==> src/rtl/mips_pkg.sv <==
`default_nettype none
// ============================================================================
//  Module      : mips_pkg
//  Description : Shared MIPS pipeline types: forwarding select codes and the
//                scoreboard slot used by the ID-stage forwarding controller.
//  Revision    : 1.0  initial release
// ============================================================================
package mips_pkg;

    // Operand mux select codes for the ID-stage 4-to-1 forwarding muxes
    localparam logic [1:0] SEL_RF  = 2'b00;
    localparam logic [1:0] SEL_EX  = 2'b01;
    localparam logic [1:0] SEL_MEM = 2'b10;
    localparam logic [1:0] SEL_WB  = 2'b11;

    // Register index width carried in a scoreboard slot
    localparam int SLOT_REG_W = 5;

    // One in-flight register write tracked by the scoreboard
    typedef struct packed {
        logic                  valid;
        logic                  reg_write;
        logic [SLOT_REG_W-1:0] dest;
        logic                  is_load;
    } sb_slot_t;

    // A slot supplies source r when it is a live write to r; r0 is hardwired
    // to zero, so it never matches
    function automatic logic slot_match(input sb_slot_t slot,
                                        input logic [SLOT_REG_W-1:0] r);
        return slot.valid & slot.reg_write & (slot.dest == r) & (r != '0);
    endfunction

endpackage
`default_nettype wire

==> src/rtl/id_fwd_select_unit_if.sv <==
`default_nettype none
// ============================================================================
//  Module      : id_fwd_select_unit_if
//  Description : ID-stage instruction fields in, forwarding selects, stall
//                and stall counter out.
//  Revision    : 1.0  initial release
// ============================================================================
interface id_fwd_select_unit_if #(
    parameter int REG_W = 5,
    parameter int CNT_W = 16
);
    logic             id_valid;
    logic [REG_W-1:0] id_rs;
    logic [REG_W-1:0] id_rt;
    logic             id_reg_write;
    logic [REG_W-1:0] id_dest;
    logic             id_mem_read;
    logic             flush;
    logic [1:0]       sel_a;
    logic [1:0]       sel_b;
    logic             stall;
    logic [CNT_W-1:0] stall_count;

    // Pipeline side that presents the ID instruction
    modport master (
        output id_valid, id_rs, id_rt, id_reg_write, id_dest, id_mem_read, flush,
        input  sel_a, sel_b, stall, stall_count
    );

    // Forwarding controller side
    modport slave (
        input  id_valid, id_rs, id_rt, id_reg_write, id_dest, id_mem_read, flush,
        output sel_a, sel_b, stall, stall_count
    );
endinterface
`default_nettype wire

==> src/rtl/id_fwd_select_unit_fwd_operand_sel.sv <==
`default_nettype none
// ============================================================================
//  Module      : fwd_operand_sel
//  Description : Combinational forwarding select and load-use hazard for one
//                source operand, youngest producer first (EX, MEM, WB, RF).
//  Revision    : 1.0  initial release
// ============================================================================
module fwd_operand_sel
    import mips_pkg::*;
(
    input  wire sb_slot_t              i_ex_slot,
    input  wire sb_slot_t              i_mem_slot,
    input  wire sb_slot_t              i_wb_slot,
    input  wire [SLOT_REG_W-1:0]       i_src,
    output logic [1:0]                 o_sel,
    output logic                       o_hazard
);

    logic w_ex_hit;
    logic w_mem_hit;
    logic w_wb_hit;

    assign w_ex_hit  = slot_match(i_ex_slot,  i_src);
    assign w_mem_hit = slot_match(i_mem_slot, i_src);
    assign w_wb_hit  = slot_match(i_wb_slot,  i_src);

    // Pick the youngest matching producer; a load is only usable once in WB
    always_comb begin
        o_sel    = SEL_RF;
        o_hazard = 1'b0;
        if (w_ex_hit) begin
            o_sel    = SEL_EX;
            o_hazard = i_ex_slot.is_load;
        end else if (w_mem_hit) begin
            o_sel    = SEL_MEM;
            o_hazard = i_mem_slot.is_load;
        end else if (w_wb_hit) begin
            o_sel    = SEL_WB;
        end
    end

endmodule
`default_nettype wire

==> src/rtl/id_fwd_select_unit.sv <==
`default_nettype none
// ============================================================================
//  Module      : id_fwd_select_unit
//  Description : ID-stage operand-forwarding controller. Tracks in-flight
//                register writes in an EX/MEM/WB scoreboard, drives the rs/rt
//                forwarding selects, raises load-use stalls and counts them.
//  Revision    : 1.0  initial release
// ============================================================================
module id_fwd_select_unit
    import mips_pkg::*;
#(
    parameter int REG_W = 5,
    parameter int CNT_W = 16
)(
    input wire                  clk,
    input wire                  rst_n,
    id_fwd_select_unit_if.slave bus
);

    localparam logic [CNT_W-1:0] c_cnt_max = '1;

    sb_slot_t r_ex_slot;
    sb_slot_t r_mem_slot;
    sb_slot_t r_wb_slot;
    sb_slot_t w_id_slot;

    logic [CNT_W-1:0] r_stall_count;

    logic [REG_W-1:0] w_rs;
    logic [REG_W-1:0] w_rt;
    logic [REG_W-1:0] w_dest;
    logic [1:0]       w_sel_a;
    logic [1:0]       w_sel_b;
    logic             w_haz_a;
    logic             w_haz_b;
    logic             w_stall;

    assign w_rs   = bus.id_rs;
    assign w_rt   = bus.id_rt;
    assign w_dest = bus.id_dest;

    fwd_operand_sel u_sel_rs (
        .i_ex_slot  (r_ex_slot),
        .i_mem_slot (r_mem_slot),
        .i_wb_slot  (r_wb_slot),
        .i_src      (SLOT_REG_W'(w_rs)),
        .o_sel      (w_sel_a),
        .o_hazard   (w_haz_a)
    );

    // rt is checked for every instruction; stalling on an unused rt is harmless
    fwd_operand_sel u_sel_rt (
        .i_ex_slot  (r_ex_slot),
        .i_mem_slot (r_mem_slot),
        .i_wb_slot  (r_wb_slot),
        .i_src      (SLOT_REG_W'(w_rt)),
        .o_sel      (w_sel_b),
        .o_hazard   (w_haz_b)
    );

    assign w_stall = bus.id_valid & (w_haz_a | w_haz_b);

    // Entry for the ID instruction; a stalled or flushed instruction becomes a bubble
    always_comb begin
        w_id_slot           = '0;
        w_id_slot.valid     = bus.id_valid & ~bus.flush & ~w_stall;
        w_id_slot.reg_write = bus.id_reg_write;
        w_id_slot.dest      = SLOT_REG_W'(w_dest);
        w_id_slot.is_load   = bus.id_mem_read;
    end

    // Scoreboard advances every cycle; stalls only affect what enters EX
    always_ff @(posedge clk or negedge rst_n) begin
        if (!rst_n) begin
            r_ex_slot  <= '0;
            r_mem_slot <= '0;
            r_wb_slot  <= '0;
        end else begin
            r_ex_slot  <= w_id_slot;
            r_mem_slot <= r_ex_slot;
            r_wb_slot  <= r_mem_slot;
        end
    end

    // Saturating count of stall cycles that were not overridden by a flush
    always_ff @(posedge clk or negedge rst_n) begin
        if (!rst_n) begin
            r_stall_count <= '0;
        end else if (w_stall && !bus.flush && (r_stall_count != c_cnt_max)) begin
            r_stall_count <= r_stall_count + 1'b1;
        end
    end

    assign bus.sel_a       = w_sel_a;
    assign bus.sel_b       = w_sel_b;
    assign bus.stall       = w_stall;
    assign bus.stall_count = r_stall_count;

endmodule
`default_nettype wire

==> src/flat_wrapper.sv <==
// flat-port wrapper written by rule: the top's interface ports become plain ports
module id_fwd_select_unit_flat import mips_pkg::*;
#(
    parameter int REG_W = 5,
    parameter int CNT_W = 16
)
  (clk, rst_n, bus_id_valid, bus_id_rs, bus_id_rt, bus_id_reg_write, bus_id_dest, bus_id_mem_read, bus_flush, bus_sel_a, bus_sel_b, bus_stall, bus_stall_count);
  id_fwd_select_unit_if #(.REG_W(REG_W), .CNT_W(CNT_W)) bus_i ();
  input wire clk;
  input wire rst_n;
  input wire logic [$bits(bus_i.id_valid)-1:0] bus_id_valid;
  input wire logic [$bits(bus_i.id_rs)-1:0] bus_id_rs;
  input wire logic [$bits(bus_i.id_rt)-1:0] bus_id_rt;
  input wire logic [$bits(bus_i.id_reg_write)-1:0] bus_id_reg_write;
  input wire logic [$bits(bus_i.id_dest)-1:0] bus_id_dest;
  input wire logic [$bits(bus_i.id_mem_read)-1:0] bus_id_mem_read;
  input wire logic [$bits(bus_i.flush)-1:0] bus_flush;
  output wire logic [$bits(bus_i.sel_a)-1:0] bus_sel_a;
  output wire logic [$bits(bus_i.sel_b)-1:0] bus_sel_b;
  output wire logic [$bits(bus_i.stall)-1:0] bus_stall;
  output wire logic [$bits(bus_i.stall_count)-1:0] bus_stall_count;
  assign bus_i.id_valid = bus_id_valid;
  assign bus_i.id_rs = bus_id_rs;
  assign bus_i.id_rt = bus_id_rt;
  assign bus_i.id_reg_write = bus_id_reg_write;
  assign bus_i.id_dest = bus_id_dest;
  assign bus_i.id_mem_read = bus_id_mem_read;
  assign bus_i.flush = bus_flush;
  assign bus_sel_a = bus_i.sel_a;
  assign bus_sel_b = bus_i.sel_b;
  assign bus_stall = bus_i.stall;
  assign bus_stall_count = bus_i.stall_count;
  id_fwd_select_unit #(.REG_W(REG_W), .CNT_W(CNT_W)) u_core (.clk(clk), .rst_n(rst_n), .bus(bus_i));
endmodule
==> config.mk <==
export PLATFORM = sky130hd
export DESIGN_NAME = id_fwd_select_unit_flat
export DESIGN_NICKNAME = d
export VERILOG_FILES = /design/src/rtl/mips_pkg.sv /design/src/rtl/id_fwd_select_unit_if.sv /design/src/rtl/id_fwd_select_unit_fwd_operand_sel.sv /design/src/rtl/id_fwd_select_unit.sv /design/src/flat_wrapper.sv
export SDC_FILE = /design/constraint.sdc
export NUM_CORES = 1
export LEC_CHECK = 0
export CAP_MARGIN = 25
export CORE_UTILIZATION = 54
export CTS_CLUSTER_DIAMETER = 200
export DETAILED_ROUTE_END_ITERATION = 8
export PLACE_DENSITY = 0.82
export SLEW_MARGIN = 20
export SYNTH_ARGS = -nofsm -noshare
export SYNTH_HDL_FRONTEND = slang
export SYNTH_SLANG_ARGS = --single-unit
==> constraint.sdc <==
create_clock -name clk -period 5.7 [get_ports clk]
set_input_delay 0.57 -clock clk [delete_from_list [all_inputs] [get_ports clk]]
set_output_delay 0.57 -clock clk [all_outputs]
set_load 0.005 [all_outputs]
# Word level (Yosys, flattened, before mapping)

Index checks and enable logic that the tools add are counted.

Bits in registers: 39
Bits of input ports: 21
Output and inout bits: 21
Word-level logic and storage cells: 56

$add $sub $neg: 1
Eq/ne operators: 7
Multiplexer cells: 10
Bitwise logic cells: 21
Reduce and logical (&&, ||, !) cells: 5

Operators by type and width:

| kind                  | count |
|---|---|
| $eq 5x5->1            | 6 |
| $and 1x1->1           | 18 |
| $add 16x1->16 const B | 1 |
| $ne 16x16->1 const B  | 1 |
| $mux 2                | 6 |
| $reduce_bool 5->1     | 2 |
| $mux 1                | 4 |
| $logic_and 1x1->1     | 2 |
| $not 1->1             | 2 |
| $logic_not 1->1       | 1 |
| $or 1x1->1            | 1 |

# Logic depth before layout (Yosys ltp)

Gate-level depths: netlist of the first run.

Depth in word-level cells: 9
Mapped depth: 9
Mapped depth without buffers: 8

# Cells and area by module

A second synthesis of the first run with hierarchy kept.

Cells, all modules: 177
Area, all modules: 2060.7 µm²

By module, submodules not included:

| module             | instances | cells an instance | area an instance (µm²) | sequential area each (µm²) |
|---|---|---|---|---|
| id_fwd_select_unit | 1         | 105               | 1507.7                 | 1001.0 |
| fwd_operand_sel    | 2         | 36                | 276.5                  | 0.0 |

# Least setup slack after synthesis of the first run

OpenSTA, ideal clock, no wires.

Path kind: in2out
Start: input bus_id_rs[4]
End: output bus_stall
Arrival: 1.754 ns
Data required time: 5.130 ns
Path slack: 3.376 ns
Stages: 6
Path buffers: 0
Cell sequence: xor2_1 > nor4_2 > nand3_2 > a22o_2 > a21o_1 > and2_1

Cells in the longest elaborated chain, start to end: 7
Elaborated cells between the ends (all ways): 11
Classes of those cells: 2 x eq/ne; 2 x mux; 6 x bitwise; 1 x reduce/logical

Ends and longest elaborated chain:

| element                  | RTL line                                 | RTL |
|---|---|---|
| from (decl)              | flat_wrapper.sv:12                       | `input wire logic [$bits(bus_i.id_rs)-1:0] bus_id_rs;` |
| $eq 5x5->1               | mips_pkg.sv:31                           | `return slot.valid & slot.reg_write & (slot.dest == r) & (r != '0);` |
| $and 1x1->1 (2 in a row) | mips_pkg.sv:31                           |  |
| $mux 1                   | id_fwd_select_unit_fwd_operand_sel.sv:34 | `end else if (w_mem_hit) begin` |
| $mux 1 *                 | id_fwd_select_unit_fwd_operand_sel.sv:31 | `if (w_ex_hit) begin` |
| $or 1x1->1 *             | id_fwd_select_unit.sv:61                 | `assign w_stall = bus.id_valid & (w_haz_a \| w_haz_b);` |
| $and 1x1->1 *            | id_fwd_select_unit.sv:61                 |  |
| to (decl)                | flat_wrapper.sv:20                       | `output wire logic [$bits(bus_i.stall)-1:0] bus_stall;` |

Mark *: on every way between the ends. The rest lies on a longest branch, timed or not.

# Final worst setup path of the first run

Start: input bus_id_rt[3]
End: output bus_stall

Cells in the longest elaborated chain, start to end: 7
Elaborated cells between the ends (all ways): 11
Classes of those cells: 2 x eq/ne; 2 x mux; 6 x bitwise; 1 x reduce/logical

Ends and longest elaborated chain:

| element                  | RTL line                                 | RTL |
|---|---|---|
| from (decl)              | flat_wrapper.sv:13                       | `input wire logic [$bits(bus_i.id_rt)-1:0] bus_id_rt;` |
| $eq 5x5->1               | mips_pkg.sv:31                           |  |
| $and 1x1->1 (2 in a row) | mips_pkg.sv:31                           |  |
| $mux 1                   | id_fwd_select_unit_fwd_operand_sel.sv:34 |  |
| $mux 1 *                 | id_fwd_select_unit_fwd_operand_sel.sv:31 |  |
| $or 1x1->1 *             | id_fwd_select_unit.sv:61                 |  |
| $and 1x1->1 *            | id_fwd_select_unit.sv:61                 |  |

Marked as above.

==> results of run 1 <==
[worst max-delay path, cell delays in order]
cell             delay, ps
clkdlybuf4s50_1        600
xnor2_1                170
nand4_1                110
nor4b_1                560
a22o_2                 260
a21o_1                 160
and2_1                 130
clkdlybuf4s50_1        490
[area by class of cell]
cell class | instances | area share (%)
Clock inverter | 3 | 2.75
Timing Repair Buffer | 41 | 16.5
Tap cell | 46 | 2.34
Sequential cell | 39 | 39.8
Multi-Input combinational cell | 112 | 36.0
Clock buffer | 5 | 1.53
Inverter | 7 | 1.07
[path summary, 6_finish.rpt]
check / endpoint / slack [ps]
min: u_core.r_wb_slot[1] / 270
min reg2reg: u_core.r_wb_slot[6] / 390
max: bus_stall / 2070
min in group clk: u_core.r_wb_slot[6] / 390
max in group asynchronous: u_core.bus.stall_count[3] / 4900
max reg2reg: u_core.bus.stall_count[15] / 3290
[power groups by stage]
stage / Sequential (mW) / Combinational [mW] / Clock [mW]
floorplan: 0.299 / 0.0222 / 0
global placement: 0.301 / 0.0533 / 0
detailed placement: 0.301 / 0.0539 / 0
CTS: 0.296 / 0.0541 / 0.235
global route: 0.298 / 0.0584 / 0.249
finish: 0.296 / 0.0535 / 0.232
[layer usage]
layer	vias to the layer above	GRT usage [%]	share of wire, %
met5	-	0	0
met4	0	7.30	1.3
met3	6	9.03	5.1
met2	33	38.2	48
met1	654	31.3	46
li1	645	-	-
[synthesized netlist by cell type (all sizes together)]
cell / n / share of area [%]
a22o: 1 / 0.52
or2b: 1 / 0.46
and3: 5 / 1.7
nor2: 8 / 1.6
a21oi: 1 / 0.26
nor4b: 2 / 1.7
a21o: 1 / 0.39
and4: 1 / 0.46
xor2: 22 / 10
a2111oi: 1 / 0.79
nand2: 11 / 2.2
buf: 2 / 1.0
nor3: 3 / 0.79
ha: 1 / 0.66
o221a: 1 / 0.59
a21boi: 2 / 0.79
o21ai: 2 / 0.52
nand4b: 1 / 0.46
a221oi: 1 / 0.79
nand4: 10 / 4.7
nor4: 5 / 2.0
xnor2: 21 / 10
a31o: 1 / 0.92
inv: 7 / 1.4
nand3: 6 / 2.1
nor3b: 1 / 0.66
dfrtp: 39 / 51
and2: 2 / 0.66
mux2: 1 / 0.59
[cells in the final DEF, fill, tap and decap left out, drive strengths merged]
master,count
bufinv,2
nand4b,1
clkinvlp,1
o221a,1
dfrtp,39
clkdlybuf4s50,40
clkbuf,5
and3,5
a21oi,1
and4,1
a221oi,1
nor4b,2
a21boi,2
a2111oi,1
nor3b,1
a22o,1
a21o,1
a31o,1
nand4,10
nor3,3
nor4,5
xnor2,21
buf,1
nand3,6
nor2,8
inv,7
xor2,22
mux2,1
ha,1
o21ai,2
and2,2
or2b,1
nand2,11
[stage by stage]
step           instance area, um2  hold slack, ps  setup WS (ps)  instances  utilization (%)
2_1_floorplan                1910             274           3380        160                -
3_3_place_gp                 2350             370           2220        245             69.9
3_5_place_dp                 2350             366           2130        245             69.9
4_1_cts                      2450             310           2110        253             73.0
5_1_grt                      2450             324           1930        253             73.0
6_report                     2450             271           2070        253             73.0
[cell families after synthesis]
group	count (synthesis)
simple gates	56
flops	39
xor+xnor	43
compound gates	11
mux	1
fa+ha+maj	1
buf+inv	9
[flip-flops by register name, indices dropped and copies added, names as in the netlist]
register / flops
u_core.r_ex_slot: 8
u_core.bus.stall_count: 16
u_core.r_wb_slot: 7
u_core.r_mem_slot: 8
==> flow_metrics.tcl, run 1 <==
set metrics [dict create \
    clockRootBuffer "clkbuf_4" \
    switchingPower_uw 130 \
    worstSetupStartpointType "input pin" \
    p_leak_nw 1.08 \
    cts_resized 0 \
    synth_warnings 0 \
    die_h_um 61.4 \
    drv_slew 0 \
    synth-simple-area-share_pct 19.4 \
    synth_top_family_by_area "XOR/XNOR gates" \
    power.total_uw 581 \
    numCtsBuffers 5 \
    grt_pass1_vias 1336 \
    p_clk_share_pct 39.9 \
    hold_violations 0 \
    remaining_drc_errors 0 \
    max_slew.worst_pin.slew_ps 823 \
    grt_max_degree 40 \
    arrival_ps 3060 \
    synth_compound_area_share_pct 5.58 \
    wl_um 3930 \
    yosysSeqAreaShare_pct 51.2 \
    cts_tree "built" \
    cts_sinks 39 \
    antenna_found_initial 0 \
    maxSlewHeadroom_pct 45.1 \
    rsz0062_at_grt "false" \
    grt_pass1_wl_um 6210 \
    synth.distinct_cells 38 \
    worstPathRequired_ps 5130 \
    synth_nets 182 \
    min_period_ps 3630 \
    vias 1338 \
    grt-ovfl-total 0 \
    cp-end-kind "output port" \
    syn-cell-area_um2 1910 \
    synth_adder_area_share_pct 0.656 \
    power.density_nw_per_um2 237 \
    intPower_uw 451 \
    setup_viol 0 \
    clock_skew_ps 17.0 \
    design.core.area_um2 3360 \
    yosys-mux-area-fraction_pct 0.591 \
    hp-class "in2async" \
    drtAntennaViolNets 0 \
    final_nets 228 \
    drive_above_1_share_pct 13.0 \
    postCtsHoldBufs 0 \
    cts_buffer_depth 2 \
    wl_per_cell_um 15.5 \
    worst-setup-path-type "in2out" \
    post-route-period-util_pct 63.7 \
    initial_core_util_pct 56.7 \
    tns_ps 0 \
    ys_ff_latch 39 \
    synth-xor-area-share_pct 20.1 \
    syn_area_per_cell_um2 11.9 \
    cap_violations 0 \
    n_fill_cell 252 \
    pwr-share-comb_pct 9.2 \
    port-buffer-count 41 \
    crit_fanout 4 \
    die_area_um2 3770 \
    ioPinCount 42 \
    n_antenna_cell 0 \
    cts-htree-levels 2 \
    rows 21 \
    clk_latency_ps 370 \
    reg2regPathDepth 7 \
    first_iter_violations 41 \
    areaGrowthSynthToFinish_pct 28.7 \
    dieWidth_um 61.4 \
    r2r_start "u_core.r_mem_slot[4]" \
    track_usage_pct 24.2 \
    outcome "finished, final reports clean" \
    multi_input_area_um2 885 \
    pwr-share-seq_pct 50.9 \
    cts_setup_buffers 0 \
    hpwlAfterDp_um 2920 \
    gp_congestion 0.881 \
    vdd_drop_max_mv 0.214 \
    swShare_pct 22.4 \
    clk_pin_slew_ps 130 \
    drtPass1Iterations 4 \
    fmax_ghz 0.276 \
    vias_per_cell 5.29 \
    synth_cells 160 \
    crit_start "bus_id_rt[3]" \
    regArea_um2 976 \
]
(Power assumes the default switching activity.)
==> run 2: changes to the inputs <==
--- a/config.mk
+++ b/config.mk
@@ -6,10 +6,10 @@
 export NUM_CORES = 1
 export LEC_CHECK = 0
 export CAP_MARGIN = 25
-export CORE_UTILIZATION = 54
+export CORE_UTILIZATION = 50
 export CTS_CLUSTER_DIAMETER = 200
 export DETAILED_ROUTE_END_ITERATION = 8
-export PLACE_DENSITY = 0.82
+export PLACE_DENSITY = 0.76
 export SLEW_MARGIN = 20
 export SYNTH_ARGS = -nofsm -noshare
 export SYNTH_HDL_FRONTEND = slang
==> constraint.sdc (replaced) <==
create_clock -name clk -period 3.5 [get_ports clk]
set_input_delay 0.35 -clock clk [delete_from_list [all_inputs] [get_ports clk]]
set_output_delay 0.35 -clock clk [all_outputs]
set_load 0.005 [all_outputs]
==> flow_metrics.tcl, run 2 (synthesis results as in run 1) <==
set metrics [dict create \
    outcome "finished, final reports clean" \
    arrival_ps 2740 \
    maxSlewHeadroom_pct 45.8 \
    grt-ovfl-total 0 \
    hold_violations 0 \
    first_iter_violations 62 \
    cap_violations 0 \
    postCtsHoldBufs 0 \
    max_slew.worst_pin.slew_ps 812 \
    clock_skew_ps 9.58 \
    cts_setup_buffers 0 \
    die_area_um2 4060 \
    r2r_start "u_core.bus.stall_count[0]" \
    worst-setup-path-type "in2out" \
    vias_per_cell 5.20 \
    grt_max_degree 40 \
    swShare_pct 24.1 \
    cts_resized 0 \
    layout_commonest_cell "clkdlybuf4s50_1" \
    post-route-period-util_pct 88.3 \
    dp.cells 247 \
    grt_pass1_wl_um 6500 \
    cts_buffer_depth 2 \
    largest_reg_flops 16 \
    drtAntennaViolNets 0 \
    die_h_um 63.8 \
    clk_pin_slew_ps 80 \
    worstPathRequired_ps 3150 \
    cts-htree-levels 2 \
    n_antenna_cell 0 \
    vdd_drop_max_mv 0.280 \
    cp-end-kind "output port" \
    design.core.area_um2 3660 \
    hold_ws_ps 142 \
    final_cell_mix "40 x clkdlybuf4s50_1, 39 x dfrtp_1, 22 x xor2_1, 20 x xnor2_1, 11 x nand2_1" \
    gp_congestion 0.888 \
    rsz0062_at_grt "false" \
    drive_above_1_share_pct 13.0 \
    tns_ps 0 \
    port-buffer-count 41 \
    ioPinCount 42 \
    p_clk_share_pct 36.0 \
    hpwlAfterDp_um 2810 \
    path_cells "clkdlybuf4s50_1 > xnor2_1 > nand4_1 > nor4b_1 > a22o_2 > a21o_1 > and2_1 > clkdlybuf4s50_1" \
    pwr-share-comb_pct 9.7 \
    cpMostUsedCell "clkdlybuf4s50_1" \
    antenna_found_initial 0 \
    cts_tree "built" \
    fmax_ghz 0.324 \
    final_nets 228 \
    numCtsBuffers 5 \
    initial_core_util_pct 52.1 \
    cp_top_family "buffers and inverters" \
    worstSetupStartpointType "input pin" \
    intPower_uw 673 \
    instances_no_fill 255 \
    drtPass1Iterations 4 \
    rows 22 \
    areaGrowthSynthToFinish_pct 28.5 \
    pwr-share-seq_pct 54.3 \
    setup_viol 0 \
    critical-path-max-stage-delay_ps 590 \
    switchingPower_uw 213 \
    drv_slew 0 \
    reg2reg_setup_slack_ps 1190 \
    power.density_nw_per_um2 362 \
    remaining_drc_errors 0 \
    crit_start "bus_id_rt[4]" \
    wl_per_cell_um 14.9 \
    track_usage_pct 21.5 \
    path_buf_inv 2 \
    wl_um 3790 \
    clk_latency_ps 300 \
    cp_slowest_cell "clkdlybuf4s50_1" \
    clockRootBuffer "clkbuf_8" \
    min_period_ps 3090 \
    p_leak_nw 1.07 \
    crit_fanout 4 \
    grt_pass1_vias 1335 \
    dieWidth_um 63.8 \
    vias 1327 \
    cts_sinks 39 \
    hp-class "in2async" \
]
-- run 2: stage by stage --
stage / worst slack [ps] / area [um2] / utilization [%] / power (mW)
final: 409 / 2450 / 67.0 / 0.886
after global routing: 316 / 2450 / 67.0 / 0.930
after CTS: 429 / 2450 / 67.0 / 0.898
after detailed placement: 450 / 2350 / 64.3 / 0.577
after global placement: 499 / 2350 / 64.3 / 0.577
after floorplan: 1440 / 1910 / - / 0.523
-- run 2: cell type report --
type	count	area (um2)
fillers	274	1210
flip-flops and latches	39	976
multi-input cells	112	885
repair buffers	41	405
clock buffers	6	82.6
well taps	48	60.1
inverters	7	26.3
clock inverters	2	16.3
-- run 2: path summary, 6_finish.rpt --
kind                            cells after the start                          to
worst min register to register                      0        u_core.r_mem_slot[0]
max in group asynchronous                           1         u_core.r_ex_slot[1]
worst max-delay path                                8                   bus_stall
min in group clk                                    0        u_core.r_mem_slot[0]
worst min-delay path                                1         u_core.r_ex_slot[7]
worst max register to register                      8  u_core.bus.stall_count[15]
-- run 2: power groups by stage --
stage,Sequential [mW],Combinational (mW),Clock (mW)
after global placement,0.490,0.0866,0
after global routing,0.484,0.0953,0.351
after floorplan,0.487,0.0362,0
final,0.481,0.0863,0.319
after detailed placement,0.490,0.0868,0
after CTS,0.481,0.0873,0.329
-- run 2: metal layers --
metal | GRT usage (%) | routed length, um | vias to the layer above
li1 | - | - | 641
met1 | 29.6 | 1840 | 646
met2 | 31.9 | 1720 | 33
met3 | 5.18 | 155 | 7
met4 | 10.2 | 75 | 0
met5 | 0 | 0 | -
==> run 3: changes to the inputs <==
--- a/config.mk
+++ b/config.mk
@@ -9,7 +9,7 @@
 export CORE_UTILIZATION = 50
 export CTS_CLUSTER_DIAMETER = 200
 export DETAILED_ROUTE_END_ITERATION = 8
-export PLACE_DENSITY = 0.76
+export PLACE_DENSITY = 0.79
 export SLEW_MARGIN = 20
 export SYNTH_ARGS = -nofsm -noshare
 export SYNTH_HDL_FRONTEND = slang
==> flow_metrics.tcl, run 3 (synthesis results as in run 1) <==
set metrics [dict create \
    outcome "finished, final reports clean" \
    wl_um 3930 \
    tns_ps 0 \
    n_fill_cell 289 \
    areaGrowthSynthToFinish_pct 28.0 \
    rows 22 \
    layout_commonest_cell "clkdlybuf4s50_1" \
    postCtsHoldBufs 0 \
    track_usage_pct 22.2 \
    hold_violations 0 \
    clk_pin_slew_ps 70 \
    grt-ovfl-total 0 \
    final_cell_mix "40 x clkdlybuf4s50_1, 39 x dfrtp_1, 22 x xor2_1, 20 x xnor2_1, 11 x nand2_1" \
    die_area_um2 4060 \
    cts_sinks 39 \
    grt_max_degree 40 \
    worst-setup-path-type "in2out" \
    cts_tree "built" \
    final_nets 228 \
    clockRootBuffer "clkbuf_8" \
    cp-end-kind "output port" \
    first_iter_violations 69 \
    ioPinCount 42 \
    largest_reg_flops 16 \
    top_usage_layer "met2" \
    clock_skew_ps 5.80 \
    crit_fanout 4 \
    drive_above_1_share_pct 12.6 \
    setup_viol 0 \
    clk_latency_ps 290 \
    drtAntennaViolNets 0 \
    cap_violations 0 \
    p_leak_nw 1.07 \
    arrival_ps 2720 \
    drv_slew 0 \
    n_antenna_cell 0 \
    port-buffer-count 41 \
    vdd_drop_max_mv 0.320 \
    use_met2_pct 33.0 \
    vias 1319 \
    cts_setup_buffers 0 \
    drtPass1Iterations 4 \
    gp_congestion 0.888 \
    post-route-period-util_pct 87.8 \
    dieWidth_um 63.8 \
    grt_pass1_vias 1364 \
    r2r_start "u_core.bus.stall_count[0]" \
    hp-class "in2async" \
    rsz0062_at_grt "false" \
    die_h_um 63.8 \
    remaining_drc_errors 0 \
    max_slew.worst_pin.slew_ps 812 \
    worstSetupStartpointType "input pin" \
    maxSlewHeadroom_pct 45.9 \
    wl_per_cell_um 15.5 \
    use_met3_pct 5.89 \
    fmax_ghz 0.325 \
    vias_per_cell 5.19 \
    gr-usage-met1_pct 31.0 \
    initial_core_util_pct 52.1 \
    antenna_found_initial 0 \
    cts_resized 0 \
    worstPathRequired_ps 3150 \
    grt_pass1_wl_um 6710 \
    reg2regPathDepth 8 \
    reg2reg_setup_slack_ps 1180 \
    worstReg2RegEnd "u_core.bus.stall_count[15]" \
    min_period_ps 3070 \
    numCtsBuffers 5 \
    hpwlAfterDp_um 3010 \
    power.density_nw_per_um2 355 \
    design.core.area_um2 3660 \
    cts_buffer_depth 2 \
    cts-htree-levels 2 \
    hold_ws_ps 147 \
]
## run 3: area by class of cell
cell class	count	area [um2]	share of cell area, %
clock buffer	6	82.6	3.38
clock inverter	1	5.00	0.205
inverter	7	26.3	1.08
multi-input combinational	112	885	36.3
sequential	39	976	40.0
tap	48	60.1	2.46
timing repair buffer	41	405	16.6
## run 3: worst max-delay path by stage
| stage | from | to | slack [ps] | depth (start not counted) |
|---|---|---|---|---|
| floorplan | u_core.bus.stall_count[0] | u_core.bus.stall_count[15] | 1440 | 8 |
| global placement | bus_id_rt[0] | bus_stall | 480 | 8 |
| detailed placement | bus_id_rt[1] | bus_stall | 460 | 8 |
| CTS | bus_id_rt[1] | bus_stall | 450 | 8 |
| global route | bus_id_rt[0] | bus_stall | 180 | 8 |
| finish | bus_id_rt[4] | bus_stall | 430 | 8 |
## run 3: routing by layer
| layer | up-vias | wire length [um] |
|---|---|---|
| met5 | - | 0 |
| li1 | 640 | - |
| met2 | 37 | 1830 |
| met3 | 9 | 161 |
| met4 | 0 | 68 |
| met1 | 633 | 1880 |
## run 3: critical path: stages
cell and delay, ps:
clkdlybuf4s50_1 590, xnor2_1 180, nand4_1 120, nor4b_1 470
a22o_2 250, a21o_1 160, and2_1 130, clkdlybuf4s50_1 490
## run 3: per-stage QoR
step	power [mW]	cell area [um2]	worst slack (ps)	instances	utilization, %
final	0.867	2440	427	254	66.6
after global routing	0.910	2440	178	254	66.6
after CTS	0.875	2440	451	254	66.6
after detailed placement	0.578	2350	457	247	64.3
after global placement	0.578	2350	476	247	64.3
after floorplan	0.523	1910	1440	160	-
## run 3: power by group
part / switching [mW] / internal (mW)
clock: 0.143 / 0.154
sequential: 0.0155 / 0.467
combinational: 0.0414 / 0.0463
total: 0.200 / 0.667
